===== config.mk =====
export PLATFORM = sky130hd
export DESIGN_NAME = load_store_unit
export DESIGN_NICKNAME = d
export VERILOG_FILES = /design/src/rtl/lsu_pkg.sv /design/src/rtl/lsu_align.sv /design/src/rtl/load_store_unit.sv
export SDC_FILE = /design/constraint.sdc
export NUM_CORES = 1
export LEC_CHECK = 0
export ABC_AREA = 1
export BUFFER_PORTS_ARGS = -buffer_cell sky130_fd_sc_hd__buf_2
export CAP_MARGIN = 20
export CORE_UTILIZATION = 27
export DETAILED_ROUTE_END_ITERATION = 12
export PLACE_DENSITY = 0.55
export SLEW_MARGIN = 20
export SYNTH_ARGS = -nofsm -noshare
export SYNTH_HDL_FRONTEND = slang
export SYNTH_SLANG_ARGS = --single-unit

===== constraint.sdc =====
create_clock -name clk -period 2.7 [get_ports clk]
set_input_delay 0.405 -clock clk [delete_from_list [all_inputs] [get_ports clk]]
set_output_delay 0.405 -clock clk [all_outputs]
set_load 0.03 [all_outputs]

===== src/rtl/lsu_pkg.sv =====
// Shared definitions for the load/store unit: RV32I funct3 size codes,
// the controller state encoding, and a funct3 legality helper.
// No ports; imported by lsu_align and load_store_unit.
package lsu_pkg;

  localparam logic [2:0] F3_B  = 3'b000;
  localparam logic [2:0] F3_H  = 3'b001;
  localparam logic [2:0] F3_W  = 3'b010;
  localparam logic [2:0] F3_BU = 3'b100;
  localparam logic [2:0] F3_HU = 3'b101;

  typedef enum logic [1:0] {
    IDLE  = 2'd0,
    READ  = 2'd1,
    WRITE = 2'd2,
    RESP  = 2'd3
  } state_t;

  // Stores only have signed-size encodings; loads accept the five RV32I codes.
  function automatic logic f3_illegal(input logic [2:0] f3, input logic write);
    logic bad;
    if (write) begin
      bad = f3[2] || (f3[1:0] == 2'b11);
    end else begin
      bad = !((f3 == F3_B) || (f3 == F3_H) || (f3 == F3_W) ||
              (f3 == F3_BU) || (f3 == F3_HU));
    end
    return bad;
  endfunction

endpackage


===== src/rtl/lsu_align.sv =====
// Purpose: byte-lane extraction/extension for loads and lane merge for sub-word stores.
// Latency: purely combinational.
// Backpressure: none; ports are funct3, addr_lo, word, wdata -> load_value, merged_word, misaligned.
module lsu_align
  import lsu_pkg::*;
(
  input  logic [2:0]  funct3,
  input  logic [1:0]  addr_lo,
  input  logic [31:0] word,
  input  logic [31:0] wdata,
  output logic [31:0] load_value,
  output logic [31:0] merged_word,
  output logic        misaligned
);

  logic [7:0]  lane_byte;
  logic [15:0] lane_half;

  // Little-endian lanes: byte k lives at word[8k+7:8k].
  assign lane_byte = word[{addr_lo, 3'b000} +: 8];
  assign lane_half = addr_lo[1] ? word[31:16] : word[15:0];

  always_comb begin
    load_value = '0;
    case (funct3)
      F3_B:    load_value = {{24{lane_byte[7]}}, lane_byte};
      F3_BU:   load_value = {24'h0, lane_byte};
      F3_H:    load_value = {{16{lane_half[15]}}, lane_half};
      F3_HU:   load_value = {16'h0, lane_half};
      F3_W:    load_value = word;
      default: load_value = '0;
    endcase
  end

  always_comb begin
    merged_word = wdata;
    if (funct3[1:0] == 2'b00) begin
      merged_word = word;
      merged_word[{addr_lo, 3'b000} +: 8] = wdata[7:0];
    end else if (funct3[1:0] == 2'b01) begin
      merged_word = addr_lo[1] ? {wdata[15:0], word[15:0]} : {word[31:16], wdata[15:0]};
    end
  end

  always_comb begin
    misaligned = 1'b0;
    case (funct3)
      F3_H, F3_HU: misaligned = addr_lo[0];
      F3_W:        misaligned = |addr_lo;
      default:     misaligned = 1'b0;
    endcase
  end

endmodule


===== src/rtl/load_store_unit.sv =====
// Purpose: turns RV32I byte-addressed loads/stores into word accesses on a negedge memory.
// Latency: accept->resp_valid is 1 (error), 2 (load, SW) or 3 (SB/SH read-modify-write) cycles.
// Backpressure: req_ready is low from accept until the cycle after the response pulse.
// Ports: req_* request channel in, resp_* one-cycle response out, mem_* word memory interface.
module load_store_unit
  import lsu_pkg::*;
#(
  parameter int unsigned MEM_WORDS = 16
) (
  input  logic        clk,
  input  logic        rst_n,
  input  logic        req_valid,
  output logic        req_ready,
  input  logic        req_write,
  input  logic [2:0]  req_funct3,
  input  logic [31:0] req_addr,
  input  logic [31:0] req_wdata,
  output logic        resp_valid,
  output logic [31:0] resp_rdata,
  output logic        resp_error,
  output logic [31:0] mem_address,
  output logic [31:0] mem_data_in,
  output logic        mem_write_enable,
  input  logic [31:0] mem_data_out
);

  localparam logic [31:0] ADDR_LIMIT = 32'(4 * MEM_WORDS);

  state_t      state, state_next;
  logic [2:0]  cur_funct3, cur_funct3_next;
  logic [1:0]  cur_addr_lo, cur_addr_lo_next;
  logic [31:0] cur_wdata, cur_wdata_next;
  logic        cur_write, cur_write_next;

  logic        req_ready_next, resp_valid_next, resp_error_next, mem_we_next;
  logic [31:0] resp_rdata_next, mem_address_next, mem_data_in_next;

  logic        accept, req_bad;
  logic [2:0]  al_funct3;
  logic [1:0]  al_addr_lo;
  logic [31:0] al_load_value, al_merged_word;
  logic        al_misaligned;

  // In IDLE the aligner checks the incoming request; afterwards it works on the latched one.
  assign al_funct3  = (state == IDLE) ? req_funct3    : cur_funct3;
  assign al_addr_lo = (state == IDLE) ? req_addr[1:0] : cur_addr_lo;

  lsu_align u_align (
    .funct3      (al_funct3),
    .addr_lo     (al_addr_lo),
    .word        (mem_data_out),
    .wdata       (cur_wdata),
    .load_value  (al_load_value),
    .merged_word (al_merged_word),
    .misaligned  (al_misaligned)
  );

  assign accept  = req_valid && req_ready;
  assign req_bad = f3_illegal(req_funct3, req_write) || al_misaligned || (req_addr >= ADDR_LIMIT);

  always_comb begin
    state_next       = state;
    cur_funct3_next  = cur_funct3;
    cur_addr_lo_next = cur_addr_lo;
    cur_wdata_next   = cur_wdata;
    cur_write_next   = cur_write;
    resp_rdata_next  = '0;
    resp_error_next  = 1'b0;
    mem_address_next = mem_address;
    mem_data_in_next = mem_data_in;
    mem_we_next      = 1'b0;

    case (state)
      IDLE: begin
        if (accept) begin
          cur_funct3_next  = req_funct3;
          cur_addr_lo_next = req_addr[1:0];
          cur_wdata_next   = req_wdata;
          cur_write_next   = req_write;
          if (req_bad) begin
            resp_error_next = 1'b1;
            state_next      = RESP;
          end else if (req_write && (req_funct3 == F3_W)) begin
            // Full-word store needs no read of the old word.
            mem_address_next = {2'b00, req_addr[31:2]};
            mem_data_in_next = req_wdata;
            mem_we_next      = 1'b1;
            state_next       = WRITE;
          end else begin
            mem_address_next = {2'b00, req_addr[31:2]};
            state_next       = READ;
          end
        end
      end
      READ: begin
        // mem_data_out was refreshed at the negedge inside this cycle.
        if (cur_write) begin
          mem_data_in_next = al_merged_word;
          mem_we_next      = 1'b1;
          state_next       = WRITE;
        end else begin
          resp_rdata_next = al_load_value;
          state_next      = RESP;
        end
      end
      WRITE:   state_next = RESP;
      RESP:    state_next = IDLE;
      default: state_next = IDLE;
    endcase

    resp_valid_next = (state_next == RESP);
    req_ready_next  = (state_next == IDLE);
  end

  always_ff @(posedge clk or negedge rst_n) begin
    if (!rst_n) begin
      state            <= IDLE;
      cur_funct3       <= '0;
      cur_addr_lo      <= '0;
      cur_wdata        <= '0;
      cur_write        <= 1'b0;
      req_ready        <= 1'b1;
      resp_valid       <= 1'b0;
      resp_error       <= 1'b0;
      resp_rdata       <= '0;
      mem_address      <= '0;
      mem_data_in      <= '0;
      mem_write_enable <= 1'b0;
    end else begin
      state            <= state_next;
      cur_funct3       <= cur_funct3_next;
      cur_addr_lo      <= cur_addr_lo_next;
      cur_wdata        <= cur_wdata_next;
      cur_write        <= cur_write_next;
      req_ready        <= req_ready_next;
      resp_valid       <= resp_valid_next;
      resp_error       <= resp_error_next;
      resp_rdata       <= resp_rdata_next;
      mem_address      <= mem_address_next;
      mem_data_in      <= mem_data_in_next;
      mem_write_enable <= mem_we_next;
    end
  end

endmodule


== After elaboration in Yosys (flattened, before gate mapping) ==
Cells that the tools add are included.

* Add/subtract/negate cells: 1
* Magnitude comparators: 1
* Divide/modulo/power cells: 0
* Muxes and demuxes: 30
* Equality and inequality tests: 18
* Shift operators: 3
* $mul: 0
* Bitwise gates (word level): 1
* Reductions and logical operators: 21

{| class="wikitable"
|+ Operator list
! cell !! number
|-
| 32-bit 2-to-1 mux || 9
|-
| 32-bit one-hot mux with 5 select lines || 1
|-
| 32-bit one-hot mux with 2 select lines || 1
|-
| 32-bit bitwise mux || 1
|-
| 32-bit by 7-bit >= comparator with 1-bit output (second input constant) || 1
|-
| 8-bit by 7-bit variable shift with 32-bit output (first input constant) || 1
|-
| 32-bit by 6-bit indexed part select with 8-bit output || 1
|-
| 8-bit by 7-bit indexed part select with 32-bit output || 1
|-
| 16-bit 2-to-1 mux || 1
|-
| 3-bit equality test (second input constant) || 4
|-
| 1-bit 2-to-1 mux || 9
|-
| 2-bit equality test (second input constant) || 4
|-
| 2-bit 2-to-1 mux || 4
|-
| 2-bit one-hot mux with 4 select lines || 1
|-
| 1-bit logical OR || 7
|-
| 5-bit negation with 7-bit output || 1
|-
| 3-bit by 1-bit equality test with 1-bit output (second input constant) || 2
|-
| 3-bit by 2-bit equality test with 1-bit output (second input constant) || 2
|-
| 2-bit logical NOT || 3
|-
| 3-bit logical NOT || 2
|-
| 2-bit inequality test (second input constant) || 3
|-
| 5-bit AND reduction || 1
|-
| 2-bit by 1-bit equality test with 1-bit output (second input constant) || 2
|-
| 1-bit one-hot mux with 2 select lines || 2
|-
| 9 further kinds || 11
|}

* Bits in writable memories: 0
* Word-level logic and storage cells: 87
* Register bits: 138
* Latch bits: 0
* Memories kept: 0
* Bits in read-only memories: 0
* Output and inout bits: 100
* Input bits: 103

== Depth between registers and ports, before layout ==
* Depth in word-level cells: 13
* Depth in mapped cells: 18
* Gate-level depth less buffers: 15

== Cells and area by module ==
Synthesis repeated with hierarchy kept, for this count alone.

* Cell total of the unflattened synthesis: 1138
* Area total of the unflattened synthesis: 7938.9 um2

{| class="wikitable"
|+ Modules (own cells, without submodules)
! module !! cells an instance !! times used !! area an instance (um2) !! seq. area each (um2)
|-
| load_store_unit || 675 || 1 || 5784.3 || 3454.6
|-
| lsu_align || 463 || 1 || 2154.6 || 0.0
|}

== Least setup slack after synthesis ==
OpenSTA, ideal clock, no wires.

* Kind: register -> register
* Start: register state[0]
* End: register mem_data_in[10]
* Path buffers: 3
* Arrival time: 2.666 ns
* Cell stages (with the launch flop): 18
* Slack: -0.031 ns
* Cells stage by stage: dfrtp_1 > inv_1 > ha_1 > buf_6 > nand2_1 > nand2_4 > inv_2 > buf_4 > ha_1 > inv_2 > nor2_1 > buf_2 > nand3_1 > a21oi_1 > nand2_1 > nand2_1 > nand3_1 > nand2_1

* Cells in the longest elaborated chain, start to end: 9
* Elaborated cells between the ends (all ways): 29

{| class="wikitable"
|+ Ends and longest elaborated chain
! what !! RTL line !! text
|-
| start, declared || load_store_unit.sv:29 || <nowiki>state_t state, state_next;</nowiki>
|-
| start signal, assigned || load_store_unit.sv:130 || <nowiki>state <= state_next;</nowiki>
|-
| parallel branches: the longest is 9 deep, another holds 5-bit negation with 7-bit output || - ||
|-
| end signal, assigned || load_store_unit.sv:140 || <nowiki>mem_data_in <= mem_data_in_next;</nowiki>
|-
| end, declared || load_store_unit.sv:22 || <nowiki>output logic [31:0] mem_data_in,</nowiki>
|}

Parallel ways; which one is timed is not known. The select of a mux whose other input is x is not followed.
A chain may end at the register's enable or synchronous reset.

== Final worst setup path ==
* Start: register state[1]
* End: register mem_data_in[3]

The elaborated chain is that of the path after synthesis.

==> flow_summary_export.csv <==
group,metric,value,unit
status,status,"completed",
routing,vias,7280,
sta,fin_setup_tns,0,ns
floorplanning,die-height,170,um
finish,final_util,0.351,
clocking,root_buffer,"clkbuf_16",
hold_path,hold-path-cell-count,3,
sta,skew,0.0116,ns
clocking,worstSkewPairLatency,0.44,ns
floorplanning,rows,61,
routing,drt_wl_total,26500,um
routing,drtIter0Drc,632,
flow_run,maxCapViolations,0,
synth,synth_area_leaders,"dfrtp_1 45%, nand2_1 14%, nand3_1 7.2%",
clocking,cts_sinks,138,
clocking,clk_pin_slew,0.07,ns
global_routing,antenna_found_initial,7,
worst_setup_path,rrSetupSlack,0.24,ns
global_routing,grt_pass1_vias,7012,
sta,fin_crit,2.46,ns
worst_setup_path,rr_startpoint,"state[1]$_DFF_PN0_",
clocking,cts-buffers-inserted,17,
floorplanning,fp.dieW,170,um
sta,period_share,0.909,
finish,finish.instance_area,0.00979,mm2
hold_path,whs_endpoint,"mem_address[0]$_DFFE_PN0P_",
worst_setup_path,crit_fanout,17,
floorplanning,boundaryPins,203,
synth,synthTopCellsByCount,"281 x nand2_1, 137 x dfrtp_1, 110 x nand3_1",
clocking,htreeDepth,4,
worst_setup_path,worstSetupEndpointType,"flop",
synth,synthDistinctLibCells,39,
hold_path,hold_path_class,"primary input to flop",
synth,yosysWarningCount,0,
synth,synth_seq_cells,138,
clocking,cts_setup_buffers,0,
power,leakage,5.20,nW
power,ir_worst_vdd,541,uV
synth,ys_async_sr_fraction,1.00,
synth,synth-edff-count,0,
global_routing,grt_max_degree,56,
synth,syn-instance-count,956,
finish,synthToLayoutAreaGrowth,27.7,%
synth,synthFlopType,"dfrtp_1",
synth,synth_area_leader_cell,"dfrtp_1",
placement,dp_hpwl,19700,um
worst_setup_path,startpoint_type,"flop",
placement,io_buffers,200,
routing,drc,0,
finish,drive_above_1_share,0.303,
hold_path,min_from,"req_addr[2]",
clocking,cts_tree,"done",
global_routing,gr-usage-all-layers,0.187,
routing,firstDrtPassIters,5,
synth,synth.most_common_cell,"nand2_1",
sta,setup_viol,0,
power,power_density,1320,mW/mm2
sta,hold_viol,0,
routing,wl_per_cell,17.2,um
synth,synth_area,0.00766,mm2
floorplanning,start_util,0.275,
clocking,clk_path_buf_depth,2,
global_routing,grt_pass1_wl,40600,um
placement,gp_congestion,0.918,
worst_setup_path,cp.arrival,2.79,ns
sta,report.final.slew_viol_count,0,
floorplanning,dieArea,0.0291,mm2
floorplanning,coreArea,0.0279,mm2
finish,nets,1261,
worst_setup_path,crit_type,"flop to flop",
routing,vias_per_cell,4.72,
worst_setup_path,cp.required,3.03,ns
synth,avgSynthCellArea,8.02,um2
synth,yosysTopAreaCellShare,0.447,
sta,max-slew-margin-rel,0.631,
sta,holdWs,0.210,ns
worst_setup_path,reg2regPathDepth,15,
global_routing,overflow,0,
sta,rsz0062_at_grt,"no",
sta,worst_pin_slew,0.553,ns
synth,yosysSeqAreaShare,0.451,
worst_setup_path,rr_endpoint,"mem_data_in[3]$_DFFE_PN0P_",
placement,placed_cell_area,0.00912,mm2
sta,fmax,407,MHz
routing,drtAntennaViolNets,0,
## routing by layer
layer,GRT usage,share of wire,up-vias
li1,-,-,3521
met1,0.240,0.44,3449
met2,0.297,0.46,268
met3,0.0549,0.081,36
met4,0.0638,0.020,6
met5,0,0.0014,-
## layout make-up
cell class	count	area, um2
fill	2952	18100
timing repair buffer	233	1350
clock buffer	18	429
tap	378	473
clock inverter	14	210
multi-input combinational	697	3630
antenna	2	5.00
sequential	138	3450
inverter	64	240
## sequential cells by signal, summed over array words and instances (netlist names)
signal / cells
mem_write_enable: 1
mem_address: 30
req_ready: 1
mem_data_in: 32
resp_valid: 1
cur_write: 1
cur_addr_lo: 2
resp_error: 1
resp_rdata: 32
cur_wdata: 32
cur_funct3: 3
state: 2
## placed cells by master, fill, tap and decap left out, types with 5 or more instances in the layout
| cell | instances |
|---|---|
| a211oi_1 | 5 |
| a21oi_1 | 80 |
| a21oi_2 | 20 |
| buf_12 | 7 |
| buf_2 | 199 |
| buf_4 | 25 |
| clkbuf_16 | 17 |
| dfrtp_1 | 137 |
| ha_1 | 7 |
| inv_1 | 59 |
| mux2_2 | 35 |
| nand2_1 | 281 |
| nand2_2 | 7 |
| nand2_4 | 6 |
| nand3_1 | 110 |
| nand4_1 | 7 |
| nor2_1 | 61 |
| nor2_2 | 5 |
| o211ai_1 | 8 |
| o21ai_0 | 34 |
| o21bai_1 | 9 |
## worst max path at each step
stage,from,end,cells after the start
after floorplan,state[0]$_DFF_PN0_,mem_data_in[31]$_DFFE_PN0P_,16
after CTS,state[0]$_DFF_PN0_,mem_data_in[26]$_DFFE_PN0P_,14
after global placement,state[0]$_DFF_PN0_,mem_data_in[26]$_DFFE_PN0P_,14
final,state[1]$_DFF_PN0_,mem_data_in[3]$_DFFE_PN0P_,15
after detailed placement,state[0]$_DFF_PN0_,mem_data_in[26]$_DFFE_PN0P_,14
after global routing,state[1]$_DFF_PN0_,mem_data_in[8]$_DFFE_PN0P_,16
## cells by family after synthesis
kind of cell               Yosys count  share of synthesized area
and+or+nand+nor                    486                      0.277
AOI/OAI and AO/OA                  166                      0.128
DFF                                138                      0.451
buffers and inverters              122                     0.0784
muxes                               36                     0.0544
adders and majority gates            7                     0.0114
other                                1                   0.000489
## power by group
group	total (mW)	switching, mW	internal (mW)
clock	2.60	1.02	1.57
sequential	3.27	0.553	2.72
combinational	7.01	4.66	2.34
total	12.9	6.24	6.63
## metrics by stage
stage	setup WS [ns]	power [mW]	cells
after floorplan	0.0392	8.12	957
after global placement	0.288	10.2	1509
after detailed placement	0.225	10.3	1509
after CTS	0.190	12.9	1542
after global routing	0.00519	13.8	1543
final	0.245	12.9	1544
## critical path, stage by stage, from the launching register on
cell	delay (ns)
dfrtp_1	0.39
inv_1	0.11
ha_1	0.23
buf_4	0.22
nand2_2	0.08
nand2_4	0.19
nand2_2	0.08
inv_1	0.29
nand2_1	0.08
buf_4	0.21
nand2_1	0.07
nand3_1	0.06
nand3_1	0.12
nand2_1	0.08
nand3_1	0.07
nand2_1	0.05
## what timing repair did
action                     in CTS  in global routing
setup endpoints to repair       0                 10
gates resized for setup         0                  3
hold endpoints to repair       51                  0
hold buffers                    1                  0
(Power assumes the default switching activity.)
